$ cat src/rtl/ciu_dispatcher_if.sv
// Core <-> dispatcher <-> custom-instruction-unit signal bundle.
// The dispatcher takes the slave side; the core/CIU environment takes the master side.
interface ciu_dispatcher_if #(
    parameter int CNT_W = 16
) ();
    logic             instr_valid;
    logic             instr_ready;
    logic [19:0]      instr_data;
    logic [3:0]       ciu_opcode;
    logic [18:0]      ciu_r1;
    logic [18:0]      ciu_r2;
    logic [18:0]      ciu_result;
    logic             rsp_valid;
    logic             rsp_ready;
    logic [18:0]      rsp_data;
    logic [3:0]       rsp_opcode;
    logic             rsp_err;
    logic             busy;
    logic [CNT_W-1:0] issue_count;

    modport slave (
        input  instr_valid, instr_data, ciu_result, rsp_ready,
        output instr_ready, ciu_opcode, ciu_r1, ciu_r2,
               rsp_valid, rsp_data, rsp_opcode, rsp_err, busy, issue_count
    );

    modport master (
        output instr_valid, instr_data, ciu_result, rsp_ready,
        input  instr_ready, ciu_opcode, ciu_r1, ciu_r2,
               rsp_valid, rsp_data, rsp_opcode, rsp_err, busy, issue_count
    );
endinterface

$ cat src/rtl/ciu_dispatcher.sv
// Custom-instruction initiator: queues packed instruction words, strobes them to the CIU
// one at a time and returns each captured result in order over a valid/ready channel.
module ciu_dispatcher #(
    parameter int FIFO_DEPTH = 4,
    parameter int CNT_W      = 16
) (
    input  logic          clk,
    input  logic          rst,
    ciu_dispatcher_if.slave bus
);
    localparam int AW = $clog2(FIFO_DEPTH);
    localparam logic [3:0] OP_SPM = 4'd4;

    // state   | meaning
    // IDLE    | waiting for a queued word; pops the head when one is present
    // ISSUE   | opcode/r1/r2 strobed to the CIU for this single cycle
    // CAPTURE | CIU result registered this cycle, latched at the closing edge
    // RESP    | response held on rsp_* until the core accepts it
    typedef enum logic [1:0] {IDLE, ISSUE, CAPTURE, RESP} state_t;
    state_t state, state_nxt;

    logic [19:0]      mem [FIFO_DEPTH];
    logic [19:0]      head;
    logic [AW-1:0]    wr_ptr, rd_ptr;
    logic [AW:0]      count;
    logic             full, empty, push, pop, head_legal;

    logic [3:0]       cur_op;
    logic [7:0]       cur_r1, cur_r2;
    logic [18:0]      rsp_data_q;
    logic             rsp_err_q;
    logic [CNT_W-1:0] cnt_q;

    assign head       = mem[rd_ptr];
    assign head_legal = (head[19:16] != 4'd0) && !head[19];
    assign full       = (count == (AW+1)'(FIFO_DEPTH));
    assign empty      = (count == '0);
    // Full refuses the push even if the FSM pops in the same cycle.
    assign push       = bus.instr_valid && !full;
    assign pop        = (state == IDLE) && !empty;

    always_ff @(posedge clk) begin
        if (push) mem[wr_ptr] <= bus.instr_data;
    end

    always_ff @(posedge clk or posedge rst) begin
        if (rst) begin
            wr_ptr <= '0;
            rd_ptr <= '0;
            count  <= '0;
        end else begin
            if (push) wr_ptr <= wr_ptr + 1'b1;
            if (pop)  rd_ptr <= rd_ptr + 1'b1;
            case ({push, pop})
                2'b10:   count <= count + 1'b1;
                2'b01:   count <= count - 1'b1;
                default: count <= count;
            endcase
        end
    end

    always_ff @(posedge clk or posedge rst) begin
        if (rst) state <= IDLE;
        else     state <= state_nxt;
    end

    always_comb begin
        state_nxt = state;
        case (state)
            IDLE:    if (!empty) state_nxt = head_legal ? ISSUE : RESP;
            ISSUE:   state_nxt = CAPTURE;
            CAPTURE: state_nxt = RESP;
            RESP:    if (bus.rsp_ready) state_nxt = IDLE;
            default: state_nxt = IDLE;
        endcase
    end

    always_comb begin
        bus.ciu_opcode = 4'd0;
        bus.ciu_r1     = '0;
        bus.ciu_r2     = '0;
        bus.rsp_valid  = 1'b0;
        case (state)
            ISSUE: begin
                bus.ciu_opcode = cur_op;
                bus.ciu_r1     = {11'd0, cur_r1};
                bus.ciu_r2     = {11'd0, cur_r2};
            end
            RESP:    bus.rsp_valid = 1'b1;
            default: ;
        endcase
    end

    always_ff @(posedge clk or posedge rst) begin
        if (rst) begin
            cur_op     <= '0;
            cur_r1     <= '0;
            cur_r2     <= '0;
            rsp_data_q <= '0;
            rsp_err_q  <= 1'b0;
            cnt_q      <= '0;
        end else begin
            if (pop) begin
                cur_op     <= head[19:16];
                cur_r1     <= head[15:8];
                cur_r2     <= head[7:0];
                rsp_data_q <= '0;
                rsp_err_q  <= !head_legal;
            end
            if (state == ISSUE) cnt_q <= cnt_q + 1'b1;
            // SPM leaves the CIU result register untouched, so its stale value is masked.
            if (state == CAPTURE) rsp_data_q <= (cur_op == OP_SPM) ? '0 : bus.ciu_result;
        end
    end

    assign bus.instr_ready = !full;
    assign bus.rsp_data    = rsp_data_q;
    assign bus.rsp_opcode  = cur_op;
    assign bus.rsp_err     = rsp_err_q;
    assign bus.busy        = (state != IDLE) || !empty;
    assign bus.issue_count = cnt_q;
endmodule
$ cat src/flat_wrapper.sv
// flat-port wrapper written by rule: the top's interface ports become plain ports
module ciu_dispatcher_flat 
#(
    parameter int FIFO_DEPTH = 4,
    parameter int CNT_W      = 16
)
  (clk, rst, bus_instr_valid, bus_instr_data, bus_ciu_result, bus_rsp_ready, bus_instr_ready, bus_ciu_opcode, bus_ciu_r1, bus_ciu_r2, bus_rsp_valid, bus_rsp_data, bus_rsp_opcode, bus_rsp_err, bus_busy, bus_issue_count);
  ciu_dispatcher_if #(.CNT_W(CNT_W)) bus_i ();
  input  logic clk;
  input  logic rst;
  input wire logic [$bits(bus_i.instr_valid)-1:0] bus_instr_valid;
  input wire logic [$bits(bus_i.instr_data)-1:0] bus_instr_data;
  input wire logic [$bits(bus_i.ciu_result)-1:0] bus_ciu_result;
  input wire logic [$bits(bus_i.rsp_ready)-1:0] bus_rsp_ready;
  output wire logic [$bits(bus_i.instr_ready)-1:0] bus_instr_ready;
  output wire logic [$bits(bus_i.ciu_opcode)-1:0] bus_ciu_opcode;
  output wire logic [$bits(bus_i.ciu_r1)-1:0] bus_ciu_r1;
  output wire logic [$bits(bus_i.ciu_r2)-1:0] bus_ciu_r2;
  output wire logic [$bits(bus_i.rsp_valid)-1:0] bus_rsp_valid;
  output wire logic [$bits(bus_i.rsp_data)-1:0] bus_rsp_data;
  output wire logic [$bits(bus_i.rsp_opcode)-1:0] bus_rsp_opcode;
  output wire logic [$bits(bus_i.rsp_err)-1:0] bus_rsp_err;
  output wire logic [$bits(bus_i.busy)-1:0] bus_busy;
  output wire logic [$bits(bus_i.issue_count)-1:0] bus_issue_count;
  assign bus_i.instr_valid = bus_instr_valid;
  assign bus_i.instr_data = bus_instr_data;
  assign bus_i.ciu_result = bus_ciu_result;
  assign bus_i.rsp_ready = bus_rsp_ready;
  assign bus_instr_ready = bus_i.instr_ready;
  assign bus_ciu_opcode = bus_i.ciu_opcode;
  assign bus_ciu_r1 = bus_i.ciu_r1;
  assign bus_ciu_r2 = bus_i.ciu_r2;
  assign bus_rsp_valid = bus_i.rsp_valid;
  assign bus_rsp_data = bus_i.rsp_data;
  assign bus_rsp_opcode = bus_i.rsp_opcode;
  assign bus_rsp_err = bus_i.rsp_err;
  assign bus_busy = bus_i.busy;
  assign bus_issue_count = bus_i.issue_count;
  ciu_dispatcher #(.FIFO_DEPTH(FIFO_DEPTH), .CNT_W(CNT_W)) u_core (.clk(clk), .rst(rst), .bus(bus_i));
endmodule
$ cat config.mk
export PLATFORM = sky130hd
export DESIGN_NAME = ciu_dispatcher_flat
export DESIGN_NICKNAME = d
export VERILOG_FILES = /design/src/rtl/ciu_dispatcher_if.sv /design/src/rtl/ciu_dispatcher.sv /design/src/flat_wrapper.sv
export SDC_FILE = /design/constraint.sdc
export NUM_CORES = 1
export LEC_CHECK = 0
export ABC_AREA = 1
export CAP_MARGIN = 20
export CORE_MARGIN = 2
export CORE_UTILIZATION = 51
export CTS_BUF_LIST = sky130_fd_sc_hd__clkbuf_16
export DETAILED_ROUTE_END_ITERATION = 6
export GPL_ROUTABILITY_DRIVEN = 0
export PLACE_DENSITY = 0.77
export SETUP_SLACK_MARGIN = 0.05
export SYNTH_ARGS = -nofsm -noshare
export SYNTH_HDL_FRONTEND = slang
export SYNTH_SLANG_ARGS = --single-unit
export TNS_END_PERCENT = 10
$ cat constraint.sdc
create_clock -name clk -period 2.6 [get_ports clk]
set_clock_uncertainty 0.2 [all_clocks]
set_input_delay 0.39 -clock clk [delete_from_list [all_inputs] [get_ports clk]]
set_output_delay 0.39 -clock clk [all_outputs]
set_load 0.005 [all_outputs]
==> impl_results.md, run 1 <==
- HP Class: input port to asynchronous set/reset pin
- Die Area: 13100 sq um
- Rows: 40
- Largest net degree at the start of global routing: 42
- CTS root buffer: clkbuf_16
- Number of antenna violations at the first check in global routing: 0
- Power density cells: 1130 nW/um^2
- H-Tree Level Count: 4
- Sum of routed wire segments on met1: 5.70 mm
- Count of vias placed by the detailed router: between 4000 and 5000
- Number of nets with antenna violations after detailed routing: 0
- Total wirelength of the detailed-routed design: 13.3 mm
- Top cells by area, synth: edfxtp_1, dfrtp_1, nand2_1
- Max Clk Rate: 410 MHz
- Fraction of registers with async set/reset: 0.448
- Max transition margin: 0.527
- Synthesized area: 6240 sq um
- Routed wire per std cell: 15.2 um
- Number of max-cap violations: 0
- Crit share post-route: 0.938
- Max-slew violation total from the final report: 0
- Post-route DRC: 0
- Die Ht: between 100 and 150 um
- Wire length on met3: 697 um
- Synth Flop Type: edfxtp_1
- Synthesized area per cell: 10.5 sq um
- Wire length of the first global-routing pass: 21.5 mm
- VDD IR max: about 0.57 mV
- DRC marker count from the first detailed-route iteration: roughly 310
- Portion of synthesized cell area occupied by the leading cell type: 0.385
- Actual transition at the worst max-transition pin: 0.708 ns
- Most instantiated cells after synthesis: nand2_1, edfxtp_1, dfrtp_1
- Post-Synthesis Cells: roughly 600
- CTS sink count: 145
- TritonCTS clock tree: yes
- Clock network latency to the later pin of the worst-skew pair: between 0.4 and 0.5 ns
- Top cell type by total area after synthesis: edfxtp_1
- Final critical path time including I/O delays and setup: 2.44 ns
- Leftover overflow at the end of global routing: 0
- Final nets: 767
- Number of global-route vias before repair: ~4500
- Met2 wire length: about 6.7 mm
- Post-synth EDFFs: 80
- GR Util All Layers: 0.214
- Count of input and output buffers: 105
- Library cells used by synthesis: 31
- Layout cell share with drive strength beyond 1: 0.0938
- Class of the most critical setup path: flop to output port
- Chip Width: 115 um
- Data arrival time at the worst-slack endpoint: roughly 1.9 ns
- Highest metal layer used by the detailed router: met4
- Count of TritonRoute iterations in the first routing pass: 4
- Total of hold buffers inserted after clock tree synthesis: 0
- # IOs: 128
- Clock tree buffer depth: 2
- Total setup violations reported at the end of the flow: 0
- Post-synthesis register bit count: 145
- Result of the run: completed
- Half-perimeter wire length of the detailed placement result: 8.74 mm
- Element type at the critical path end: output port
- Setup TNS Final: 0 ns
- Count of warnings emitted by yosys: 0
- Final count of hold timing violations: 0
- Seq/Total Area, Yosys: 0.645
- Worst Slack Setup Final: 0.161 ns
- Per-cell via count in the routed design: 5.12
- Number of buffers added by the clock tree synthesis step: 17
- Setup repair after global routing missed its margin: no
- Starting density of the core: 0.522
- Highest net fanout along the worst path: 8
- Worst EP required: 2.01 ns
- Critical Path Start Type: flop
- Area Growth Syn to Fin: 27.8%
- Most numerous cell in the Yosys netlist: nand2_1
- Antenna diode count: 0
- Worst Setup Slack post-DPL: around 0.37 ns
- Cell leakage power: 3.49 nW
- Clock-pin transition on the worst setup and hold timing paths: 0.06 ns
- Standard cell core area: between 10000 and 15000 sq um
[cells in the final DEF (no fill, tap or decap), drive strengths merged, types with 11 or more instances in the layout]
| cell type | count |
|---|---|
| nand2 | 137 |
| clkdlybuf4s50 | 105 |
| edfxtp | 80 |
| dfrtp | 65 |
| nor2 | 58 |
| inv | 58 |
| nand3 | 57 |
| o21ai | 39 |
| conb | 22 |
| buf | 19 |
| clkbuf | 17 |
| o22ai | 16 |
| ha | 11 |
[critical path, stage by stage (launching register included)]
cell	delay [ns]
dfrtp_1	0.42
inv_2	0.10
ha_4	0.15
buf_4	0.16
nand2_1	0.06
inv_1	0.05
clkdlybuf4s50_1	0.50
[per-layer routing]
metal  vias to the layer above  GRT usage
met5                         -          0
met4                         0     0.0894
met3                        17     0.0561
met2                       142      0.354
met1                      2143      0.267
li1                       2160          -
[cells by family after synthesis]
kind of cell / count (synthesis) / share of synthesized area
AO/OA/AOI/OAI: 63 / 0.0537
XOR/XNOR: 11 / 0.0154
adder cells (fa/ha/maj): 12 / 0.0253
buffers and inverters: 103 / 0.0796
flip-flops: 145 / 0.645
multiplexers: 1 / 0.00180
other: 1 / 0.000601
AND/OR/NAND/NOR: 260 / 0.178
[area by class of cell]
class / instances / area (sq um)
inverter: 55 / 206
clock inverter: 15 / 113
sequential: 145 / 4030
clock buffer: 17 / 425
multi-input combinational: 369 / 1810
timing repair buffer: 124 / 1210
fill: 908 / 3990
tap: 147 / 184
[state kept, by name (all words and copies together), names as in the netlist, 3 cells and up]
name	count
u_core.count	3
u_core.cur_r1	8
u_core.cur_r2	8
u_core.mem	80
u_core.bus.issue_count	16
u_core.bus.rsp_opcode	4
u_core.bus.rsp_data	19
[report_power, final]
| part | switching, mW | leakage (nW) | internal [mW] |
|---|---|---|---|
| Clock | 0.951 | 0.262 | 1.23 |
| Sequential | 0.356 | 1.55 | 3.12 |
| Combinational | 1.90 | 1.67 | 1.42 |
[what timing repair did]
action / 4_1_cts / 5_1_grt
setup buffers: 1 / 2
setup endpoints to repair: 12 / 17
pin swaps: 0 / 0
resized for setup: 4 / 1
gates cloned: 1 / 0
[worst paths after layout]
path,from,endpoint,slack (ns),cells past startpoint
worst max-delay path,u_core.state[1]$_DFFE_PP0P_,bus_ciu_r2[2],0.16,6
min in group clk,u_core.cur_r1[6]$_DFFE_PP0P_,u_core.cur_r1[6]$_DFFE_PP0P_,0.29,2
worst min register to register,u_core.cur_r1[6]$_DFFE_PP0P_,u_core.cur_r1[6]$_DFFE_PP0P_,0.29,2
worst max register to register,u_core.state[0]$_DFFE_PP0P_,u_core.count[2]$_DFFE_PP0P_,0.36,9
max in group asynchronous,rst,u_core.bus.issue_count[5]$_DFFE_PP0N_,1.35,3
worst min-delay path,rst,u_core.cur_r1[5]$_DFFE_PP0P_,0.22,2
[stage by stage]
step | power [mW] | hold WS [ns] | cells | utilization | area (sq um)
2_1_floorplan | 5.41 | 0.249 | 617 | - | 6320
3_3_place_gp | 6.61 | 0.273 | 836 | 0.618 | 7390
3_5_place_dp | 6.77 | 0.272 | 836 | 0.618 | 7390
4_1_cts | 9.02 | 0.233 | 870 | 0.665 | 7960
5_1_grt | 9.61 | 0.278 | 872 | 0.667 | 7980
6_report | 8.98 | 0.220 | 872 | 0.667 | 7980
(Power assumes the default switching activity.)
==> run 2: changes to the inputs <==
- HOLD_SLACK_MARGIN: default -> 0.15
==> results of run 2 <==
Final layout, timing and power as in run 1 (identical DEF).
